===== src/rtl/i2c_slave_rx.sv =====
`default_nettype none
// ============================================================================
//  Module   : i2c_slave_rx
//  Brief    : Write-only I2C slave receiver with a first-word fall-through
//             byte FIFO, fed from oversampled SCL/SDA.
//  Revision : 1.0 - initial release
// ============================================================================
module i2c_slave_rx #(
    parameter logic [6:0] SLAVE_ADDR = 7'h10,
    parameter int         FIFO_DEPTH = 8
) (
    input  logic       core_clk,
    input  logic       core_rst,
    input  logic       scl_i,
    input  logic       sda_i,
    output logic       sda_oe,
    output logic [7:0] rx_data,
    output logic       rx_valid,
    input  logic       rx_ready,
    output logic [4:0] rx_level,
    output logic       busy,
    output logic       addr_hit,
    output logic       overflow
);

    localparam int                 c_PTR_W   = (FIFO_DEPTH > 1) ? $clog2(FIFO_DEPTH) : 1;
    localparam logic [4:0]         c_DEPTH   = 5'(FIFO_DEPTH);
    localparam logic [c_PTR_W-1:0] c_PTR_ONE = c_PTR_W'(1);

    typedef enum logic [2:0] {
        S_IDLE     = 3'd0,
        S_ADDR     = 3'd1,
        S_ADDR_ACK = 3'd2,
        S_DATA     = 3'd3,
        S_DATA_ACK = 3'd4,
        S_IGNORE   = 3'd5
    } state_t;

    // Synchronizers reset to 1 so a reset looks like an idle bus.
    logic r_scl_s1, r_scl_s2, r_scl_d;
    logic r_sda_s1, r_sda_s2, r_sda_d;

    always_ff @(posedge core_clk) begin
        if (core_rst) begin
            r_scl_s1 <= 1'b1;
            r_scl_s2 <= 1'b1;
            r_scl_d  <= 1'b1;
            r_sda_s1 <= 1'b1;
            r_sda_s2 <= 1'b1;
            r_sda_d  <= 1'b1;
        end else begin
            r_scl_s1 <= scl_i;
            r_scl_s2 <= r_scl_s1;
            r_scl_d  <= r_scl_s2;
            r_sda_s1 <= sda_i;
            r_sda_s2 <= r_sda_s1;
            r_sda_d  <= r_sda_s2;
        end
    end

    state_t             r_state;
    logic [3:0]         r_bit_cnt;
    logic [7:0]         r_shift;
    logic               r_sda_oe;
    logic               r_busy;
    logic               r_addr_hit;
    logic               r_overflow;
    logic [7:0]         r_mem [FIFO_DEPTH];
    logic [c_PTR_W-1:0] r_wr_ptr;
    logic [c_PTR_W-1:0] r_rd_ptr;
    logic [4:0]         r_level;

    logic w_scl_rise, w_scl_fall, w_start, w_stop;
    logic w_byte_done, w_full, w_addr_match, w_push, w_pop;

    assign w_scl_rise   = r_scl_s2 & ~r_scl_d;
    assign w_scl_fall   = ~r_scl_s2 & r_scl_d;
    assign w_start      = r_scl_s2 & r_scl_d & r_sda_d & ~r_sda_s2;
    assign w_stop       = r_scl_s2 & r_scl_d & ~r_sda_d & r_sda_s2;
    assign w_byte_done  = w_scl_fall & (r_bit_cnt == 4'd8);
    assign w_full       = (r_level == c_DEPTH);
    assign w_addr_match = (r_shift[7:1] == SLAVE_ADDR) & ~r_shift[0];
    assign w_push       = (r_state == S_DATA) & w_byte_done & ~w_full;
    assign w_pop        = rx_valid & rx_ready;

    always_ff @(posedge core_clk) begin
        if (core_rst) begin
            r_state    <= S_IDLE;
            r_bit_cnt  <= 4'd0;
            r_shift    <= 8'd0;
            r_sda_oe   <= 1'b0;
            r_busy     <= 1'b0;
            r_addr_hit <= 1'b0;
            r_overflow <= 1'b0;
        end else begin
            r_addr_hit <= 1'b0;
            if (w_start) begin
                r_state   <= S_ADDR;
                r_bit_cnt <= 4'd0;
                r_shift   <= 8'd0;
                r_sda_oe  <= 1'b0;
                r_busy    <= 1'b1;
            end else if (w_stop) begin
                r_state  <= S_IDLE;
                r_sda_oe <= 1'b0;
                r_busy   <= 1'b0;
            end else begin
                case (r_state)
                    S_ADDR, S_DATA: begin
                        if (w_scl_rise && (r_bit_cnt != 4'd8)) begin
                            r_shift   <= {r_shift[6:0], r_sda_s2};
                            r_bit_cnt <= r_bit_cnt + 4'd1;
                        end else if (w_byte_done) begin
                            r_bit_cnt <= 4'd0;
                            if (r_state == S_ADDR) begin
                                if (w_addr_match) begin
                                    r_addr_hit <= 1'b1;
                                    r_sda_oe   <= 1'b1;
                                    r_state    <= S_ADDR_ACK;
                                end else begin
                                    r_state <= S_IGNORE;
                                end
                            end else if (!w_full) begin
                                r_sda_oe <= 1'b1;
                                r_state  <= S_DATA_ACK;
                            end else begin
                                // Byte lost: NACK and stay off the bus until the next condition.
                                r_overflow <= 1'b1;
                                r_state    <= S_IGNORE;
                            end
                        end
                    end
                    S_ADDR_ACK, S_DATA_ACK: begin
                        if (w_scl_fall) begin
                            r_sda_oe  <= 1'b0;
                            r_bit_cnt <= 4'd0;
                            r_state   <= S_DATA;
                        end
                    end
                    default: r_sda_oe <= 1'b0;
                endcase
            end
        end
    end

    always_ff @(posedge core_clk) begin
        if (w_push) begin
            r_mem[r_wr_ptr] <= r_shift;
        end
    end

    // Power-of-two depth lets the pointers wrap by natural overflow.
    always_ff @(posedge core_clk) begin
        if (core_rst) begin
            r_wr_ptr <= '0;
            r_rd_ptr <= '0;
            r_level  <= 5'd0;
        end else begin
            if (w_push) begin
                r_wr_ptr <= r_wr_ptr + c_PTR_ONE;
            end
            if (w_pop) begin
                r_rd_ptr <= r_rd_ptr + c_PTR_ONE;
            end
            case ({w_push, w_pop})
                2'b10:   r_level <= r_level + 5'd1;
                2'b01:   r_level <= r_level - 5'd1;
                default: r_level <= r_level;
            endcase
        end
    end

    assign sda_oe   = r_sda_oe;
    assign rx_data  = r_mem[r_rd_ptr];
    assign rx_valid = (r_level != 5'd0);
    assign rx_level = r_level;
    assign busy     = r_busy;
    assign addr_hit = r_addr_hit;
    assign overflow = r_overflow;

endmodule
`default_nettype wire


===== config.mk =====
export PLATFORM = sky130hd
export DESIGN_NAME = i2c_slave_rx
export DESIGN_NICKNAME = d
export VERILOG_FILES = /design/src/rtl/i2c_slave_rx.sv
export SDC_FILE = /design/constraint.sdc
export NUM_CORES = 1
export LEC_CHECK = 0
export ABC_AREA = 1
export CELL_PAD_IN_SITES_DETAIL_PLACEMENT = 0
export CELL_PAD_IN_SITES_GLOBAL_PLACEMENT = 1
export CORE_MARGIN = 10
export CORE_UTILIZATION = 46
export DETAILED_ROUTE_END_ITERATION = 12
export PLACE_DENSITY_LB_ADDON = 0.1
export SYNTH_ARGS = -nofsm -noshare
export SYNTH_HDL_FRONTEND = slang
export SYNTH_SLANG_ARGS = --single-unit

===== constraint.sdc =====
create_clock -name core_clk -period 2.72 [get_ports core_clk]
set_input_delay 0.544 -clock core_clk [delete_from_list [all_inputs] [get_ports core_clk]]
set_output_delay 0.544 -clock core_clk [all_outputs]
set_load 0.1 [all_outputs]

==> results.md <==
* Clock root buffer master: clkbuf_8
* Fillers at ~850
* DP Worst Slack at 0.266 ns
* Post-placement cell count at 610
* Inserted Diodes at 0
* Area growth syn-to-layout at 15.5%
* Minimum clock period at 2.39 ns
* Die Wd at 118 um
* Multi-input gate area at about 0.0015 mm^2
* Mapped Cells at 459
* Final Cycle Share at 87.8%
* Status: finished clean
* RR Startpoint: r_bit_cnt[0]
* CP Capture Type: register
* Starting Density at 47.4%
* Startpoint types: register
* CTS buffer count at 9
* Core ar. at 0.00924 mm^2
* Die area at 0.0138 mm^2
* Site Rows at 35
* Setup violators final at 0
* Mapped Area at roughly 0.0044 mm^2
* Setup_tns at 0 ns
* DR iter-0 viols at 180
* Seq cells post-synth at 103
* Fin. max-slew vios at 0
* Final WS setup at 0.332 ns
* Clk sinks at 103
* DP HPWL at 6000 um
* Worst hold endpoint: r_sda_s2
* Pwr dens at 1080 mW/mm^2
* WHS Path Cells at 1
* Post-CTS Hold Fix Bufs at 0
* RSZ-0062 raised after global routing: false
* Final instance area at 0.00506 mm^2
* Grt total ovfl at 0
* Register area share after synthesis at 61.7%
* Final hold vios at 0
* Skew-Pair Late Insertion Delay at 0.36 ns
* Leak at approximately 2.0 nW
* Initial antenna violation count at 0
* Slew @ Worst Pin at between 0.5 and 0.6 ns
* Synthesized area per cell at 9.54 um^2
* Req. time, crit path at 3.00 ns
* Final Power at ~5.5 mW
* Worst R2R Path Depth at 20
* Layout Skew at approximately 0.018 ns
* CTS max path bufs at 2
* Share of cells above drive strength 1 at between 10% and 20%
* Layout Cells excl Fill at between 600 and 700
* Worst hold-check path type: register to register
* Fmax at 419 MHz
* TritonCTS clock tree: built
* Setup crit start: r_bit_cnt[0]
* Peak VDD IR at around 0.00064 V
* FF+latch area at 0.00271 mm^2
* CP max FO at 8
* CTS clk-pin slew, worst paths at 0.09 ns
* Syn nets at 471
* Drt wl/cell at 13.9 um
* Drt pass-1 iters at 4
* Post-route ant nets at 0
* Flop2flop setup slack at 0.33 ns
* Worst hold slack at 0.423 ns
* Critical Path AT at roughly 2.7 ns
* Distinct cell type count after synthesis at 28
* Vias at 3123
* Buffers on Ports at 22
* First-pass GRT wire length at approximately 14000 um
* DR DRC count at 0
* Vias in the first global route at 2931
* Slew headroom at 64.8%
* Final Wtd Congestion at about 0.84
* DIE HEIGHT at 118 um
* Critical Setup Path Class: register to register
* Overall routing resource usage at 12.5%
* Largest net degree at the start of global routing at 33
* Reg2reg end: rx_level[4]
* Final core utilization at 54.7%
* I/O pins at 23
* YS warnings at 0
* Avg Vias per Cell at 4.99
* Hold Startpoint: r_sda_s1
* Dpl cell area at 0.00488 mm^2
* Fin nets at 504
* H-tree depth at 3
* Post-Route WL at just under 9000 um
* Max Cap Viol at 0
## cell usage after synthesis
cell	count	area share, %
a21oi_1	21	2.4
o21ai_0	38	4.3
inv_1	44	3.8
nand2_1	87	7.5
nor2_2	3	0.43
inv_2	1	0.086
a21oi_2	1	0.20
ha_1	7	2.0
buf_2	4	0.46
nand2_2	3	0.43
nand3_4	1	0.40
nand4_1	2	0.29
a21boi_1	1	0.17
dfxtp_1	39	18
nor3_1	4	0.46
nor3_2	1	0.23
a31oi_1	1	0.14
nand3_1	18	2.1
xor2_1	2	0.40
edfxtp_1	64	44
nand3b_1	1	0.17
nor2_1	83	7.1
clkbuf_1	9	0.77
xnor2_1	2	0.40
or2_4	1	0.20
buf_1	1	0.086
or2_2	4	0.57
o32ai_1	16	3.2
## timing repair
item                                    4_1_cts  5_1_grt
endpoints found under the setup margin        0        9
gates resized for setup                       0        2
setup buffers                                 0        0
## per-layer routing
layer	wire length (um)	up-vias	track usage (%)	part of all wire (%)
met1	4270	1447	15.6	49
met2	4020	54	20.6	46
met4	126	0	4.17	1.4
li1	-	1609	-	-
met5	0	-	0	0
met3	294	13	3.07	3.4
## kinds of logic after synthesis
logic type                 synth area share [%]
and+or+nand+nor                            19.8
DFF                                        61.7
AOI/OAI and AO/OA                          10.5
buffers and inverters                      5.17
adders and majority gates                  2.00
xor gates and xnor gates                  0.801
## cell type report
type                            instances  area share, %
Clock inverter                          6          0.891
Inverter                               45           3.34
Sequential cell                       103           53.6
Multi-Input combinational cell        297           28.9
Tap cell                              129           3.19
Timing Repair Buffer                   36           7.52
Clock buffer                           10           2.52
## worst max path at each step
stage	end	slack (ns)	cells past startpoint
finish	rx_level[4]	0.33	20
global route	rx_level[4]	0.02	20
global placement	rx_level[4]	0.30	15
detailed placement	rx_level[4]	0.27	15
CTS	rx_data[4]	0.02	5
floorplan	rx_level[4]	0.07	18
## flip-flops by register name (all words and copies together), names as in the netlist, 3 cells and up, named ones only
register   flops
r_state        3
r_wr_ptr       3
r_shift        8
r_mem         64
rx_level       5
r_rd_ptr       3
r_bit_cnt      4
## layout by cell type (no fill, tap or decap), drive strengths merged, types with 2 or more instances in the layout
cell	Yosys	layout
edfxtp	64	64
clkdlybuf4s50	0	4
inv	45	46
xor2	2	2
xnor2	2	2
o21ai	38	38
nand3	19	19
nand4	2	2
dfxtp	39	39
buf	5	32
nor2	86	86
clkinv	0	3
ha	7	7
nand2	90	90
nor3	5	5
or2	5	5
o32ai	16	16
clkinvlp	0	2
clkbuf	9	10
a21oi	22	22
## worst max-delay path, cell delays in order (launching register included)
cell and delay (ns):
dfxtp_1 0.36, inv_1 0.07, ha_1 0.15, nand2_1 0.05
nor2_1 0.12, nand2_1 0.10, inv_2 0.10, nand3_4 0.11
ha_2 0.26, nand2_1 0.08, inv_1 0.04, nor2_1 0.13
ha_1 0.16, inv_1 0.04, nand2_1 0.08, nand3_1 0.11
nand2_1 0.08, nand2_1 0.05, nand2_1 0.05, nand2_1 0.04
a21oi_1 0.12
## where the power goes
group          switching, mW  total [mW]  internal, mW
Combinational           1.87        2.72         0.845
Clock                  0.514       0.851         0.337
Sequential             0.157        1.91          1.75
Total                   2.54        5.47          2.93
Note: power is estimated with default switching activity, not from simulation.
